### src/rtl/bytecode_fetch_unit_if.sv
// Bus bundle between the fetch unit, program memory and the decode stage.
// The master side is the fetch unit itself; the slave side is whatever
// surrounds it (memory model plus decode stage).
interface bytecode_fetch_unit_if #(
  parameter int ADDR_W = 16,
  parameter int ARGS   = 2,
  parameter int DEPTH  = 8
);
  localparam int CL_W  = $clog2(ARGS + 2);
  localparam int LVL_W = $clog2(DEPTH + 1);

  logic                mem_rd;
  logic [ADDR_W-1:0]   mem_addr;
  logic [7:0]          mem_data;
  logic [7:0]          op_code;
  logic [8*ARGS-1:0]   args;
  logic                window_valid;
  logic [ADDR_W-1:0]   program_counter;
  logic                consume;
  logic [CL_W-1:0]     consume_len;
  logic                jump;
  logic [ADDR_W-1:0]   jump_target;
  logic [LVL_W-1:0]    level;

  modport master (
    output mem_rd, mem_addr, op_code, args, window_valid, program_counter, level,
    input  mem_data, consume, consume_len, jump, jump_target
  );

  modport slave (
    input  mem_rd, mem_addr, op_code, args, window_valid, program_counter, level,
    output mem_data, consume, consume_len, jump, jump_target
  );
endinterface

### src/rtl/bytecode_fetch_unit.sv
// Prefetching instruction front end for the bytecode CPU. Bytes stream from a
// one-cycle synchronous program memory into a small circular byte buffer; the
// decode stage sees the opcode and ARGS argument bytes at program_counter and
// retires a variable number of bytes per cycle or redirects with a jump.
module bytecode_fetch_unit #(
  parameter int ADDR_W = 16,
  parameter int ARGS   = 2,
  parameter int DEPTH  = 8
) (
  input  logic                     clk,
  input  logic                     rst_n,
  bytecode_fetch_unit_if.master    bus
);
  localparam int PTR_W = $clog2(DEPTH);
  localparam int LVL_W = $clog2(DEPTH + 1);
  localparam int CL_W  = $clog2(ARGS + 2);

  localparam logic [LVL_W:0]   OCC_FULL = (LVL_W + 1)'(DEPTH);
  localparam logic [LVL_W-1:0] WIN_NEED = LVL_W'(ARGS + 1);
  localparam logic [CL_W-1:0]  LEN_MAX  = CL_W'(ARGS + 1);

  logic [7:0]        r_buf [DEPTH];
  logic [PTR_W-1:0]  r_head;
  logic [PTR_W-1:0]  r_tail;
  logic [LVL_W-1:0]  r_level;
  logic [ADDR_W-1:0] r_pc;
  logic [ADDR_W-1:0] r_fetchAddr;
  logic              r_inflight;

  logic [LVL_W:0]    w_occupancy;
  logic              w_issue;
  logic              w_write;
  logic              w_windowValid;
  logic              w_accept;
  logic [LVL_W-1:0]  w_retire;
  logic [7:0]        w_opCode;
  logic [8*ARGS-1:0] w_args;

  // Space is reserved for the read still in flight, so the buffer can never
  // overflow. Reads are held off while in reset so mem_rd reads 0 immediately.
  assign w_occupancy   = {1'b0, r_level} + {{LVL_W{1'b0}}, r_inflight};
  assign w_issue       = rst_n && (w_occupancy < OCC_FULL);
  assign w_write       = r_inflight && !bus.jump;
  assign w_windowValid = (r_level >= WIN_NEED);
  assign w_accept      = w_windowValid && bus.consume && !bus.jump &&
                         (bus.consume_len != '0) && (bus.consume_len <= LEN_MAX);
  assign w_retire      = w_accept ? LVL_W'(bus.consume_len) : '0;

  // Window bytes are read straight out of the buffer starting at head,
  // wrapping around the circular storage; zero whenever the window is short.
  always_comb begin
    w_opCode = '0;
    w_args   = '0;
    if (w_windowValid) begin
      w_opCode = r_buf[r_head];
      for (int i = 0; i < ARGS; i++) begin
        w_args[8*i +: 8] = r_buf[r_head + PTR_W'(i + 1)];
      end
    end
  end

  // Returned memory bytes land at tail at the end of their data cycle; data
  // from a read squashed by a jump is dropped here.
  always_ff @(posedge clk or negedge rst_n) begin
    if (!rst_n) begin
      for (int i = 0; i < DEPTH; i++) begin
        r_buf[i] <= '0;
      end
    end else if (w_write) begin
      r_buf[r_tail] <= bus.mem_data;
    end
  end

  // Pointer, level, program counter and fetch address bookkeeping. A jump
  // flushes the buffer by snapping head onto tail and restarts fetching at the
  // target; otherwise retire and fill are applied together.
  always_ff @(posedge clk or negedge rst_n) begin
    if (!rst_n) begin
      r_head      <= '0;
      r_tail      <= '0;
      r_level     <= '0;
      r_pc        <= '0;
      r_fetchAddr <= '0;
      r_inflight  <= 1'b0;
    end else if (bus.jump) begin
      r_head      <= r_tail;
      r_level     <= '0;
      r_pc        <= bus.jump_target;
      r_fetchAddr <= bus.jump_target;
      r_inflight  <= 1'b0;
    end else begin
      r_head      <= r_head + PTR_W'(w_retire);
      r_pc        <= r_pc + ADDR_W'(w_retire);
      r_level     <= r_level - w_retire + {{(LVL_W-1){1'b0}}, w_write};
      r_inflight  <= w_issue;
      if (w_write) begin
        r_tail <= r_tail + PTR_W'(1);
      end
      if (w_issue) begin
        r_fetchAddr <= r_fetchAddr + ADDR_W'(1);
      end
    end
  end

  assign bus.mem_rd          = w_issue;
  assign bus.mem_addr        = r_fetchAddr;
  assign bus.op_code         = w_opCode;
  assign bus.args            = w_args;
  assign bus.window_valid    = w_windowValid;
  assign bus.program_counter = r_pc;
  assign bus.level           = r_level;
endmodule

### src/flat_wrapper.sv
// flat-port wrapper written by rule: the top's interface ports become plain ports
module bytecode_fetch_unit_flat 
#(
  parameter int ADDR_W = 16,
  parameter int ARGS   = 2,
  parameter int DEPTH  = 8
)
  (clk, rst_n, bus_mem_rd, bus_mem_addr, bus_op_code, bus_args, bus_window_valid, bus_program_counter, bus_level, bus_mem_data, bus_consume, bus_consume_len, bus_jump, bus_jump_target);
  bytecode_fetch_unit_if #(.ADDR_W(ADDR_W), .ARGS(ARGS), .DEPTH(DEPTH)) bus_i ();
  input  logic clk;
  input  logic rst_n;
  output wire logic [$bits(bus_i.mem_rd)-1:0] bus_mem_rd;
  output wire logic [$bits(bus_i.mem_addr)-1:0] bus_mem_addr;
  output wire logic [$bits(bus_i.op_code)-1:0] bus_op_code;
  output wire logic [$bits(bus_i.args)-1:0] bus_args;
  output wire logic [$bits(bus_i.window_valid)-1:0] bus_window_valid;
  output wire logic [$bits(bus_i.program_counter)-1:0] bus_program_counter;
  output wire logic [$bits(bus_i.level)-1:0] bus_level;
  input wire logic [$bits(bus_i.mem_data)-1:0] bus_mem_data;
  input wire logic [$bits(bus_i.consume)-1:0] bus_consume;
  input wire logic [$bits(bus_i.consume_len)-1:0] bus_consume_len;
  input wire logic [$bits(bus_i.jump)-1:0] bus_jump;
  input wire logic [$bits(bus_i.jump_target)-1:0] bus_jump_target;
  assign bus_mem_rd = bus_i.mem_rd;
  assign bus_mem_addr = bus_i.mem_addr;
  assign bus_op_code = bus_i.op_code;
  assign bus_args = bus_i.args;
  assign bus_window_valid = bus_i.window_valid;
  assign bus_program_counter = bus_i.program_counter;
  assign bus_level = bus_i.level;
  assign bus_i.mem_data = bus_mem_data;
  assign bus_i.consume = bus_consume;
  assign bus_i.consume_len = bus_consume_len;
  assign bus_i.jump = bus_jump;
  assign bus_i.jump_target = bus_jump_target;
  bytecode_fetch_unit #(.ADDR_W(ADDR_W), .ARGS(ARGS), .DEPTH(DEPTH)) u_core (.clk(clk), .rst_n(rst_n), .bus(bus_i));
endmodule
### config.mk
export PLATFORM = sky130hd
export DESIGN_NAME = bytecode_fetch_unit_flat
export DESIGN_NICKNAME = d
export VERILOG_FILES = /design/src/rtl/bytecode_fetch_unit_if.sv /design/src/rtl/bytecode_fetch_unit.sv /design/src/flat_wrapper.sv
export SDC_FILE = /design/constraint.sdc
export NUM_CORES = 1
export LEC_CHECK = 0
export BUFFER_PORTS_ARGS = -buffer_cell sky130_fd_sc_hd__buf_2
export CAP_MARGIN = 20
export CORE_AREA = 3 3 110 112
export DETAILED_ROUTE_END_ITERATION = 8
export DIE_AREA = 0 0 113 115
export PLACE_DENSITY = 0.92
export REMOVE_ABC_BUFFERS = 1
export SKIP_LAST_GASP = 1
export SLEW_MARGIN = 20
export SYNTH_ARGS = -nofsm -noshare
export SYNTH_HDL_FRONTEND = slang
export SYNTH_SLANG_ARGS = --single-unit
### constraint.sdc
create_clock -name clk -period 4.4 [get_ports clk]
set_input_delay 0 -clock clk [delete_from_list [all_inputs] [get_ports clk]]
set_output_delay 0 -clock clk [all_outputs]
set_load 0.02 [all_outputs]
==> impl_metrics.env <==
export IMPL_yosys_warnings=0
export IMPL_rsz0062_at_grt="false"
export IMPL_area_growth_pct=16.8
export IMPL_p_switching_mw=2.01
export IMPL_utilization_pct=67.2
export IMPL_ant_nets=0
export IMPL_synth_edf_count=0
export IMPL_status="finished clean"
export IMPL_synth_top_flop_cell="dfrtp_1"
export IMPL_routed_wl_mm=16.5
export IMPL_power_density_mw_per_mm2=677
export IMPL_leakage_nw=3.38
export IMPL_grt_pass1_vias=5260
export IMPL_cp_required_ps=4660
export IMPL_worstPathArrival_ps=3990
export IMPL_grt_antenna_before_repair=0
export IMPL_cts_max_path_buffers=2
export IMPL_post_cts_buffers=0
export IMPL_setup_tns_ps=0
export IMPL_ctsRootBufferMaster="clkbuf_16"
export IMPL_grt_usage_pct=26.2
export IMPL_avgSynthCellArea_um2=12.2
export IMPL_p_clk_share_pct=17.7
export IMPL_slew_viol_final=0
export IMPL_vdd_drop_max_uv=491
export IMPL_start_kind="flop"
export IMPL_hp_class="in -> reg"
export IMPL_power_frac_seq_pct=33.2
export IMPL_die_area_mm2=0.0130
export IMPL_dpl_hpwl_mm=11.1
export IMPL_wire_per_inst_um=21.1
export IMPL_clk_latency_ps=350
export IMPL_drt_first_iter_violations=451
export IMPL_design_area_mm2=0.00760
export IMPL_drc=0
export IMPL_maxCapViolations=0
export IMPL_async_flop_share_pct=100
export IMPL_grt_pass1_wl_mm=26.9
export IMPL_clk_pin_slew_ps=70
export IMPL_grt_ovfl_total=0
export IMPL_initial_utilization_pct=57.5
export IMPL_synth_seq_area_share_pct=41.1
export IMPL_vias=5068
export IMPL_period_share_pct=84.9
export IMPL_die_y_um=115
export IMPL_cts_resized=0
export IMPL_drive_gt1_share_pct=29.4
export IMPL_io_pins=92
export IMPL_combPwrFrac_pct=49.1
export IMPL_rows=39
export IMPL_synth_most_common_cell="dfrtp_1"
export IMPL_yosysTopAreaCellShare_pct=41.1
export IMPL_ys_types=58
export IMPL_netlist_instances=532
export IMPL_crit_type="reg -> reg"
export IMPL_cts_tree="done"
export IMPL_fin_ws_ps=666
export IMPL_synth_top_area_cell="dfrtp_1"
export IMPL_io_buffers=91
export IMPL_setup_viol=0
export IMPL_viasPerCell=6.50
export IMPL_min_period_ps=3730
export IMPL_routabilityCongestion=0.900
export IMPL_dpl_instance_area_mm2=0.00703
export IMPL_dp_slack_ps=673
export IMPL_synth_seq_cells=107
export IMPL_synth_commonest_cells="107 x dfrtp_1, 50 x mux2_1, 45 x mux4_2, 38 x nor2_1, 31 x nand2_1"
export IMPL_maxSlewHeadroom_pct=26.3
export IMPL_fin_skew_ps=4.84
export IMPL_synth_cell_area_mm2=0.00651
export IMPL_cp_max_fo=25
export IMPL_coreArea_mm2=0.0113
export IMPL_cts_sinks=107
export IMPL_htree_levels=3
export IMPL_crit_path_end_kind="flop"
export IMPL_nNetsFinal=678
export IMPL_hold_viol=0
export IMPL_synthTopCellsByArea="dfrtp_1 41%, mux4_2 16%, mux2_1 8.7%"
export IMPL_cts_buffers=9
export IMPL_total_power_mw=5.15
export IMPL_grt_max_degree=79
export IMPL_firstDrtPassIters=5
export IMPL_antennaDiodeCount=0
export IMPL_max_freq_mhz=268
export IMPL_die_w_um=113
export IMPL_cell_internal_pwr_mw=3.14
export IMPL_worstMarginPinSlew_ps=1100
export IMPL_p_sw_share_pct=39.1
worst paths after layout:
path                                     start                              to  slack (ps)  cells past startpoint
max                        u_core.bus.level[3]  u_core.bus.program_counter[14]         670                     13
min                         bus_jump_target[3]          u_core.bus.mem_addr[3]          40                      4
max reg2reg                u_core.bus.level[3]  u_core.bus.program_counter[14]         670                     13
min reg2reg                   u_core.r_buf[10]                u_core.r_buf[10]         530                      1
max in group asynchronous                rst_n                u_core.r_head[0]        2850                      3
min in group asynchronous                rst_n             u_core.bus.level[1]         200                      2
metal layers:
metal | up-vias | global-route usage, % | share of wire, %
met5 | - | 0 | 0
met4 | 0 | 10.3 | 3.3
met3 | 41 | 6.42 | 8.1
met2 | 265 | 45.0 | 51
met1 | 2549 | 32.2 | 38
li1 | 2213 | - | -
metrics by stage:
step,cells,hold slack (ps)
after detailed placement,740,-26.8
final,780,42.9
after CTS,780,36.1
after floorplan,500,-296
after global placement,740,-40.4
after global routing,780,56.9
cells by family (layout without fill, tap and decap cells):
logic type | Yosys count | in the layout | share of synthesized area [%]
buffers and inverters | 48 | 153 | 3.42
xor gates and xnor gates | 16 | 16 | 2.15
and+or+nand+nor | 145 | 145 | 12.4
AOI/OAI and AO/OA | 68 | 68 | 6.69
adders and majority gates | 16 | 16 | 3.42
DFF | 107 | 107 | 41.1
muxes | 132 | 132 | 30.7
registers in the layout, indices dropped and copies added, names as in the netlist:
name,cells
u_core.r_buf,64
u_core.bus.mem_addr,16
u_core.bus.program_counter,16
u_core.bus.level,4
u_core.r_head,3
u_core.r_tail,3
u_core.r_inflight,1
area by class of cell:
cell class / count / area (um^2)
Clock buffer: 11 / 233
Fill cell: 812 / 3720
Multi-Input combinational cell: 377 / 3610
Inverter: 16 / 60.1
Timing Repair Buffer: 121 / 743
Tap cell: 143 / 179
Clock inverter: 5 / 103
Sequential cell: 107 / 2680
timing repair:
action	CTS	global route
hold buffers	24	0
hold endpoints to repair	109	0
setup endpoints to repair	0	0
critical path, stage by stage (launching register included):
cell and delay [ps]:
dfrtp_1 490, inv_1 80, ha_1 180, and2_1 440
inv_1 180, and3_1 210, and2_1 190, ha_1 190
inv_1 60, fa_1 400, nand3b_1 260, or2_1 340
or4_1 410, a31oi_1 200
power by group through the flow:
stage          registers (mW)  clock network (mW)  logic, mW
2_1_floorplan            1.79                   0       1.72
3_3_place_gp             1.65                   0       2.39
3_5_place_dp             1.70                   0       2.50
4_1_cts                  1.69               0.924       2.54
5_1_grt                  1.75               0.957       2.72
6_report                 1.71               0.912       2.52
placed cells by master, fill, tap and decap left out, drive strengths merged, types with 3 or more instances in the layout:
cell	n
dfrtp	107
buf	97
mux2	68
mux4	45
nor2	39
nand2	33
dlygate4sd3	24
mux2i	19
a21oi	18
a31oi	17
inv	16
ha	13
nand3	11
clkbuf	11
o21ai	10
xor2	9
nand4	9
o31ai	8
xnor2	7
or4	7
or3	7
and3	6
nor3	5
and4	5
nor2b	5
and2	4
a21o	4
fa	3
bufinv	3
nand3b	3
(Power assumes the default switching activity.)
